`config.mk`:
```
export PLATFORM = sky130hd
export DESIGN_NAME = unidade_busca
export DESIGN_NICKNAME = d
export VERILOG_FILES = /design/src/rtl/unidade_busca_pkg.sv /design/src/rtl/unidade_busca_fila.sv /design/src/rtl/unidade_busca.sv
export SDC_FILE = /design/constraint.sdc
export NUM_CORES = 1
export LEC_CHECK = 0
export CAP_MARGIN = 20
export CORE_MARGIN = 1.5
export CORE_UTILIZATION = 53
export CTS_CLUSTER_DIAMETER = 150
export DETAILED_ROUTE_END_ITERATION = 6
export HOLD_SLACK_MARGIN = 0.12
export PLACE_DENSITY = 0.88
export SLEW_MARGIN = 20
export SYNTH_ARGS = -nofsm -noshare
export SYNTH_HDL_FRONTEND = slang
export SYNTH_SLANG_ARGS = --single-unit
```
`constraint.sdc`:
```
create_clock -name clock -period 8.1 [get_ports clock]
set_clock_uncertainty 0.05 [all_clocks]
set_input_delay 1.62 -clock clock [delete_from_list [all_inputs] [get_ports clock]]
set_output_delay 1.62 -clock clock [all_outputs]
set_load 0.05 [all_outputs]
```
`src/rtl/unidade_busca_pkg.sv`:
```
// Shared types and constants for the instruction-fetch stage.
//   estado_busca_t : fetch FSM states (REQ, FULL, DRAIN)
//   NOP            : value presented on dado when nothing is buffered
//   INCR_PC        : sequential program-counter increment
//   LARG_FILA      : width of one buffer entry, {instr, pc4}
//   prox_pc()      : next sequential address, modulo 2^32
package pacote_busca;

    typedef enum logic [1:0] {
        REQ   = 2'd0,
        FULL  = 2'd1,
        DRAIN = 2'd2
    } estado_busca_t;

    localparam logic [31:0] NOP       = 32'h0;
    localparam logic [31:0] INCR_PC   = 32'd4;
    localparam int          LARG_FILA = 64;

    // Sequential successor of an address; wraps naturally at 2^32.
    function automatic logic [31:0] prox_pc(input logic [31:0] endereco);
        return endereco + INCR_PC;
    endfunction

endpackage

```
`src/rtl/unidade_busca_fila.sv`:
```
// fila_busca: two-entry FIFO that buffers fetched {instr, pc4} pairs.
//   clock, reset : rising-edge clock, asynchronous active-high reset
//   push, din    : write din at the tail (ignored when full and not popping)
//   pop          : drop the head entry (ignored when empty)
//   flush        : empty the FIFO; wins over push and pop
//   head         : oldest entry, all zeros while empty
//   cnt          : occupancy, 0..2
module fila_busca #(
    parameter int W = 64
) (
    input  logic         clock,
    input  logic         reset,
    input  logic         push,
    input  logic         pop,
    input  logic         flush,
    input  logic [W-1:0] din,
    output logic [W-1:0] head,
    output logic [1:0]   cnt
);

    logic [W-1:0] mem_r [2];
    logic         rd_ptr_r;
    logic         wr_ptr_r;
    logic [1:0]   cnt_r;
    logic         do_push_s;
    logic         do_pop_s;

    // Qualify requests against occupancy; a full FIFO accepts a push only alongside a pop.
    always_comb begin
        do_pop_s  = pop && (cnt_r != 2'd0);
        do_push_s = push && ((cnt_r != 2'd2) || do_pop_s);
    end

    // Storage, pointers and occupancy.
    always_ff @(posedge clock or posedge reset) begin
        if (reset) begin
            for (int i = 0; i < 2; i++) begin
                mem_r[i] <= '0;
            end
            rd_ptr_r <= 1'b0;
            wr_ptr_r <= 1'b0;
            cnt_r    <= 2'd0;
        end else if (flush) begin
            rd_ptr_r <= 1'b0;
            wr_ptr_r <= 1'b0;
            cnt_r    <= 2'd0;
        end else begin
            if (do_push_s) begin
                mem_r[wr_ptr_r] <= din;
                wr_ptr_r        <= ~wr_ptr_r;
            end
            if (do_pop_s) begin
                rd_ptr_r <= ~rd_ptr_r;
            end
            cnt_r <= cnt_r + {1'b0, do_push_s} - {1'b0, do_pop_s};
        end
    end

    // Head is read straight from storage registers; forced to zero when empty.
    always_comb begin
        if (cnt_r != 2'd0) begin
            head = mem_r[rd_ptr_r];
        end else begin
            head = '0;
        end
    end

    assign cnt = cnt_r;

endmodule

```
`src/rtl/unidade_busca.sv`:
```
// unidade_busca: instruction-fetch stage.
// Owns the PC, fetches over a req/ack handshake, buffers up to two
// instructions and presents the oldest one to IF/ID.
//   clock, reset          : rising-edge clock, asynchronous active-high reset
//   stall                 : IF/ID held, head is not consumed
//   desvio, alvo          : taken branch/jump and its target (flush + redirect)
//   imem_req, imem_addr   : fetch request and address (registered)
//   imem_ack, imem_rdata  : fetch response
//   dado, pc4             : head instruction and its address + 4
//   bolha                 : no valid head, IF/ID loads a bubble
module unidade_busca
    import pacote_busca::*;
#(
    parameter logic [31:0] RESET_PC = 32'h0000_0000
) (
    input  logic        clock,
    input  logic        reset,
    input  logic        stall,
    input  logic        desvio,
    input  logic [31:0] alvo,
    output logic        imem_req,
    output logic [31:0] imem_addr,
    input  logic        imem_ack,
    input  logic [31:0] imem_rdata,
    output logic [31:0] dado,
    output logic [31:0] pc4,
    output logic        bolha
);

    estado_busca_t        estado_r;
    estado_busca_t        estado_prox_s;
    logic [31:0]          pc_r;
    logic [31:0]          pc_prox_s;
    logic                 req_r;
    logic [31:0]          addr_r;
    logic                 consume_s;
    logic                 push_s;
    logic [1:0]           cnt_s;
    logic [LARG_FILA-1:0] head_s;

    // Next-state, next-PC and buffer push decisions; desvio overrides everything.
    always_comb begin
        consume_s     = (cnt_s != 2'd0) && !stall && !desvio;
        push_s        = 1'b0;
        estado_prox_s = estado_r;
        pc_prox_s     = pc_r;
        if (desvio) begin
            pc_prox_s = alvo;
            // An outstanding request with no ack yet must be drained before the target is fetched.
            if ((estado_r != FULL) && !imem_ack) begin
                estado_prox_s = DRAIN;
            end else begin
                estado_prox_s = REQ;
            end
        end else begin
            case (estado_r)
                REQ: begin
                    if (imem_ack) begin
                        push_s    = 1'b1;
                        pc_prox_s = prox_pc(pc_r);
                        if (({1'b0, cnt_s} + 3'd1 - {2'b00, consume_s}) == 3'd2) begin
                            estado_prox_s = FULL;
                        end else begin
                            estado_prox_s = REQ;
                        end
                    end else begin
                        estado_prox_s = REQ;
                    end
                end
                FULL: begin
                    if (consume_s) begin
                        estado_prox_s = REQ;
                    end else begin
                        estado_prox_s = FULL;
                    end
                end
                DRAIN: begin
                    // The stale response is dropped; pc already holds the target.
                    if (imem_ack) begin
                        estado_prox_s = REQ;
                    end else begin
                        estado_prox_s = DRAIN;
                    end
                end
                default: begin
                    estado_prox_s = REQ;
                end
            endcase
        end
    end

    // FSM, PC and registered memory-request outputs.
    always_ff @(posedge clock or posedge reset) begin
        if (reset) begin
            estado_r <= REQ;
            pc_r     <= RESET_PC;
            req_r    <= 1'b1;
            addr_r   <= RESET_PC;
        end else begin
            estado_r <= estado_prox_s;
            pc_r     <= pc_prox_s;
            req_r    <= (estado_prox_s != FULL);
            // DRAIN keeps the abandoned address on the bus until its ack.
            if (estado_prox_s == DRAIN) begin
                addr_r <= addr_r;
            end else begin
                addr_r <= pc_prox_s;
            end
        end
    end

    fila_busca #(
        .W (LARG_FILA)
    ) u_fila (
        .clock (clock),
        .reset (reset),
        .push  (push_s),
        .pop   (consume_s),
        .flush (desvio),
        .din   ({imem_rdata, prox_pc(pc_r)}),
        .head  (head_s),
        .cnt   (cnt_s)
    );

    assign imem_req  = req_r;
    assign imem_addr = addr_r;
    assign dado      = head_s[63:32];
    assign pc4       = head_s[31:0];
    assign bolha     = (cnt_s == 2'd0);

endmodule

```
==> results of run 1 <==
worst max-delay path: stages:
cell and delay, ns:
clkdlybuf4s50_1 0.39, buf_4 0.26, or4b_1 0.71, a31oi_1 0.45, nor2b_4 0.68, buf_4 0.70
mux2_2 0.41
cells by family after synthesis:
group / count (synthesis)
AO/OA/AOI/OAI: 94
buffers and inverters: 68
XOR/XNOR: 54
multiplexers: 168
AND/OR/NAND/NOR: 276
flip-flops: 199
adder cells (fa/ha/maj): 6
cell type report:
cell class	instances	area, sq um	share of cell area [%]
flip-flops and latches	199	4985	41.87
well taps	225	281.5	2.365
repair buffers	174	1749	14.69
inverters	10	45.04	0.3783
clock buffers	19	442.9	3.720
clock inverters	13	136.4	1.146
multi-input cells	598	4265	35.83
cell usage after synthesis (3+ instances only):
cell / n
a211oi_1: 3
a21oi_1: 31
a221o_1: 10
a31oi_1: 3
and3_1: 14
and4_1: 3
buf_1: 10
buf_2: 12
buf_4: 4
clkbuf_1: 32
dfrtp_1: 198
ha_1: 5
inv_1: 9
mux2_2: 101
mux2i_1: 65
nand2_1: 63
nand3_1: 22
nand4_1: 19
nor2_1: 117
nor3_1: 10
nor4_1: 6
o21ai_0: 34
or3_1: 3
xnor2_1: 29
xor2_1: 25
worst max path at each step:
stage                                    endpoint  slack, ns  cells past startpoint
CTS                 u_fila.mem_r[103]$_DFFE_PP0P_       3.14                      7
global placement     u_fila.mem_r[93]$_DFFE_PP0P_       2.74                      7
detailed placement  u_fila.mem_r[107]$_DFFE_PP0P_       2.66                      7
finish               u_fila.mem_r[93]$_DFFE_PP0P_       3.08                      7
floorplan                   estado_r[0]$_DFF_PP0_       1.01                      1
global route         u_fila.mem_r[93]$_DFFE_PP0P_       2.91                      7
metal layers:
| metal | wire length (um) | part of all wire (%) | GRT usage (%) |
|---|---|---|---|
| met5 | 0 | 0 | 0 |
| met4 | 437 | 2.0 | 8.363 |
| met3 | 1370 | 6.2 | 5.111 |
| met2 | 10510 | 48 | 39.08 |
| met1 | 9799 | 44 | 33.33 |
power groups by stage:
stage / combinational (mW) / clock, mW / sequential (mW)
after floorplan: 0.769 / 0 / 1.48
after global placement: 1.12 / 0 / 1.46
after detailed placement: 1.15 / 0 / 1.48
after CTS: 1.16 / 0.843 / 1.47
after global routing: 1.25 / 0.889 / 1.48
final: 1.17 / 0.834 / 1.45
registers in the layout, summed over array words and instances, names as in the netlist:
register and cells:
u_fila.wr_ptr_r 1, imem_addr 32, u_fila.rd_ptr_r 1, u_fila.cnt 2
u_fila.mem_r 128, imem_req 1, estado_r 2, pc_r 32
metrics by stage:
| stage | hold slack, ns | setup WS, ns | utilization [%] |
|---|---|---|---|
| after CTS | 0.4357 | 3.136 | 68.11 |
| after detailed placement | 0.4129 | 2.657 | 64.78 |
| after global routing | 0.4519 | 2.907 | 68.35 |
| after global placement | 0.4100 | 2.742 | 64.75 |
| after floorplan | 0.3996 | 1.006 | - |
| final | 0.4295 | 3.084 | 68.35 |
==> run_results.csv, run 1 <==
group,metric,value,unit
power,p_total,3.457,mW
finish,final_common_cell,"dfrtp_1",
worst_setup_path,r2r_cells,5,
finish,layout-drive-gt1-share,15.60,%
die,die_h,136.9,um
drt,dr.pass1.iters,5,
finish,syn_to_final_growth,25.28,%
logic_synthesis,synthXorXnorAreaFrac,4.977,%
logic_synthesis,ys_warn_count,0,
die,die_area,18740,sq um
run,drv_cap,0,
logic_synthesis,synth-simple-area-share,13.73,%
sta,rsz0062_at_grt,"no",
logic_synthesis,netlist_area,9503,sq um
logic_synthesis,synth.area.mux_share,19.05,%
clock_tree,cts_resized,0,
sta,finalSetupTns,0,ns
worst_setup_path,r2r-end,"u_fila.mem_r[93]$_DFFE_PP0P_",
die,fp.dieW,136.9,um
logic_synthesis,synth_fa_ha_area_share,0.7637,%
min_path,holdPathStages,2,
finish,layout.cells.non_filler,1238,
status,status,"complete, no violations",
placement,post_dp_cell_area,11280,sq um
drt,wl_per_cell,17.86,um
die,start_util,54.56,%
clock_tree,cts_setup_buffers,0,
sta,period_needed,5.016,ns
power,p_sw,1.270,mW
die,io_pins,167,
global_routing,grt_overflow,0,
power,ir_worst_vdd,182.1,uV
logic_synthesis,async_flop_share,100.0,%
sta,tightest_slew,1.035,ns
sta,setup_violations,0,
drt,drt_iter0_drc,468,
sta,final_hold_viol_count,0,
min_path,min-delay-start,"u_fila.mem_r[14]$_DFFE_PP0P_",
sta,finalCritPeriodShare,61.93,%
power,pwr-share-seq,42.0,%
clock_tree,clock_latency,0.44,ns
clock_tree,cts.clk_slew.worst_paths,0.07,ns
finish,antenna_cells,0,
finish,final_nets,1074,
global_routing,grt_pass1_wl,35200,um
clock_tree,cts_buffers,17,
sta,clock.fmax,199.3,MHz
global_routing,grt_max_degree,128,
placement,port_buffers,166,
logic_synthesis,synth_top_family_by_area,"multiplexers",
power,pwr-share-comb,33.9,%
drt,num_vias,7004,
drt,ant_nets,0,
worst_setup_path,worstPathMaxFanout,69,
logic_synthesis,synth_edf_count,0,
worst_setup_path,worst_ep_arrival_time,5.29,ns
drt,drcViolationCount,0,
worst_setup_path,startpoint_type,"primary input",
worst_setup_path,end_kind,"flip-flop",
worst_setup_path,required,8.38,ns
power,power_density,290.3,nW/um^2
drt,vias_per_cell,5.658,
logic_synthesis,synth_area_leaders,"dfrtp_1 52%, mux2_2 12%, mux2i_1 6.8%, nor2_1 4.6%, xnor2_1 2.7%",
logic_synthesis,syn-num-nets,939,
global_routing,grt_pass1_vias,6852,
power,p_int,2.187,mW
clock_tree,clock_sinks,199,
sta,relSlewSlack,30.99,%
worst_setup_path,critPathLaunch,"desvio",
sta,slew_violations,0,
power,switching_share,36.73,%
clock_tree,cts-root-buf,"clkbuf_16",
finish,fin_area,11910,sq um
die,coreArea,17420,sq um
clock_tree,clockBufferDepth,2,
power,power.leakage,4.809,nW
placement,place_hpwl,14660,um
clock_tree,ctsHoldBuffers,0,
worst_setup_path,setup.worst_path.class,"primary input to flip-flop",
power,pwr-share-clk,24.1,%
worst_setup_path,r2r_slack,4.51,ns
logic_synthesis,ys_seq_area_share,52.42,%
global_routing,grt_util_all_layers,24.45,%
clock_tree,cts_htree_levels,4,
logic_synthesis,synth_top_area_cell,"dfrtp_1",
die,row_count,48,
clock_tree,cts_tree,"built",
logic_synthesis,yosysTopAreaCellShare,52.14,%
logic_synthesis,ys_ff_latch,199,
finish,fillers,1232,
logic_synthesis,synth_cells,865,
drt,wirelength,22120,um
finish,final_cell_mix,"197 x dfrtp_1, 166 x clkdlybuf4s50_1, 116 x nor2_1",
logic_synthesis,yosysUniqueCellTypes,54,
worst_setup_path,r2r-start,"estado_r[1]$_DFF_PP0_",
min_path,min_path_type,"flip-flop to flip-flop",
placement,placed_cells,1204,
placement,gp_congestion,0.9134,
logic_synthesis,synth_compound_area_share,6.057,%
logic_synthesis,synth_ff_type,"dfrtp_1",
min_path,holdPathEnd,"u_fila.mem_r[14]$_DFFE_PP0P_",
global_routing,antenna_found_initial,0,
logic_synthesis,avgSynthCellArea,10.99,sq um
Power figures use the tool's default switching activity.
==> run 2: changes to the inputs <==
Settings changed: CORE_UTILIZATION 53 to 48, PLACE_DENSITY 0.88 to 0.85.
Clock period 8.1 ns to 4.23 ns, I/O delays scaled along.
==> run 2 against run 1 <==
Compared with the run above:
- clock power up 94%
- setup slack lost 2.4 ns
- count of clock-buffer cells in the layout fell by 2
- critical endpoint is now pc4[18]
- hold slack better by 0.0022 ns
- largest cell class unchanged
- register-to-register slack got worse by 3.1 ns
- cell count grew 3.7%
- sequential power rose by 91%
- combinational power is 91% higher
- first-iteration DRC count up 5.6%
- power is 92% higher
- core utilization fell by 6.5 points
==> run_results.csv, run 2 (synthesis gave the netlist of run 1 again) <==
group,metric,value,unit
min_path,holdPathStages,2,
finish,fin_area,12030,sq um
finish,antenna_cells,0,
die,row_count,51,
worst_setup_path,worstPathCellList,"buf_12, mux2i_1, nor2_1, clkdlybuf4s50_1",
min_path,min-delay-start,"u_fila.mem_r[24]$_DFFE_PP0P_",
sta,tightest_slew,0.9925,ns
placement,gp_congestion,0.9016,
status,status,"complete, no violations",
sta,clock.fmax,282.8,MHz
finish,final_core_util,61.81,%
global_routing,grt_pass1_vias,6896,
sta,finalCritPeriodShare,83.60,%
sta,slew_violations,0,
clock_tree,ctsHoldBuffers,0,
drt,wl_per_cell,17.29,um
power,ir_worst_vdd,319.8,uV
die,start_util,48.83,%
sta,setup_violations,0,
sta,period_needed,3.536,ns
power,power.leakage,4.844,nW
worst_setup_path,r2r-end,"u_fila.mem_r[24]$_DFFE_PP0P_",
power,p_total,6.630,mW
placement,post_dp_cell_area,11440,sq um
sta,setup_ws,0.6939,ns
global_routing,grt_max_degree,92,
min_path,min_path_type,"flip-flop to flip-flop",
finish,syn_to_final_growth,26.60,%
finish,layout-drive-gt1-share,16.09,%
finish,final_nets,1080,
worst_setup_path,r2r_slack,1.40,ns
global_routing,grt_pass1_wl,35770,um
clock_tree,cts_resized,0,
worst_setup_path,critPathBufInv,2,
drt,drcViolationCount,0,
clock_tree,cts_tree,"built",
die,io_pins,167,
finish,final_cell_mix,"197 x dfrtp_1, 166 x clkdlybuf4s50_1, 116 x nor2_1",
worst_setup_path,r2r-start,"pc_r[2]$_DFF_PP0_",
worst_setup_path,setup.worst_path.class,"flip-flop to primary output",
worst_setup_path,end_kind,"primary output",
clock_tree,cts-root-buf,"clkbuf_16",
die,fp.dieW,143.7,um
worst_setup_path,r2r_cells,6,
sta,finalSetupTns,0,ns
sta,relSlewSlack,33.84,%
worst_setup_path,worst_ep_arrival_time,2.64,ns
drt,wirelength,22200,um
clock_tree,clockBufferDepth,2,
placement,place_hpwl,15360,um
worst_setup_path,cpLargestDelayFamily,"buffers and inverters",
drt,dr.pass1.iters,5,
finish,final_common_cell,"dfrtp_1",
worst_setup_path,required,3.33,ns
worst_setup_path,worst_path_largest_cell_delay,0.83,ns
die,die_h,143.7,um
clock_tree,clock_latency,0.43,ns
sta,rsz0062_at_grt,"no",
min_path,holdPathEnd,"u_fila.mem_r[24]$_DFFE_PP0P_",
worst_setup_path,worstPathMaxFanout,44,
global_routing,grt_overflow,0,
clock_tree,cts.clk_slew.worst_paths,0.07,ns
worst_setup_path,crit_slowest_cell,"clkdlybuf4s50_1",
placement,port_buffers,166,
finish,largest_reg_flops,128,
placement,dp_slack,0.7068,ns
global_routing,antenna_found_initial,0,
clock_tree,cts_buffers,17,
drt,num_vias,6948,
clock_tree,clock_sinks,199,
clock_tree,cts_htree_levels,4,
drt,ant_nets,0,
die,die_area,20650,sq um
clock_tree,cts_setup_buffers,0,
finish,regMostFlops,"u_fila.mem_r",
drt,drt_iter0_drc,494,
die,coreArea,19460,sq um
worst_setup_path,crit_cells,4,
run,drv_cap,0,
worst_setup_path,startpoint_type,"flip-flop",
global_routing,grt_util_all_layers,22.27,%
sta,final_hold_viol_count,0,
power,power_density,551.1,nW/um^2
drt,vias_per_cell,5.411,
==> run 2: layer usage <==
metal / wire (um) / GRT usage (%) / up-vias
met5: 0 / 0 / -
met3: 1095 / 3.565 / 35
met1: 10490 / 31.94 / 3408
li1: - / - / 3296
met2: 10160 / 34.46 / 209
met4: 455 / 7.626 / 0
==> run 2: worst min-delay path, cell delays in order, from the launching register on <==
cell and delay [ns]:
dfrtp_1 0.34, nand2_1 0.06, o21ai_2 0.05
==> run 2: area by class of cell <==
class                           count  area (sq um)
Clock inverter                     15         163.9
Inverter                           10         41.29
Fill cell                        1541          7432
Tap cell                          265         331.6
Timing Repair Buffer              180          1829
Clock buffer                       17         425.4
Sequential cell                   199          4985
Multi-Input combinational cell    598          4254
==> run 2: worst max path at each step <==
stage | slack (ns) | start | to
2_1_floorplan | 0.76 | reset | estado_r[0]$_DFF_PP0_
3_3_place_gp | 0.76 | imem_ack | u_fila.mem_r[41]$_DFFE_PP0P_
3_5_place_dp | 0.71 | imem_ack | u_fila.mem_r[113]$_DFFE_PP0P_
4_1_cts | 0.65 | u_fila.rd_ptr_r$_DFFE_PP0P_ | pc4[18]
5_1_grt | 0.58 | u_fila.rd_ptr_r$_DFFE_PP0P_ | pc4[17]
6_report | 0.69 | u_fila.rd_ptr_r$_DFFE_PP0P_ | pc4[18]
==> run 2: through the flow <==
| stage | hold slack (ns) | cells |
|---|---|---|
| after floorplan | 0.3996 | 865 |
| after global placement | 0.4102 | 1252 |
| after detailed placement | 0.4147 | 1252 |
| after CTS | 0.4357 | 1284 |
| after global routing | 0.4577 | 1284 |
| final | 0.4317 | 1284 |
==> run 2: power breakdown <==
part	switching [mW]	total, mW	internal, mW
Combinational	1.32	2.24	0.921
Clock	0.775	1.62	0.840
Sequential	0.342	2.77	2.43
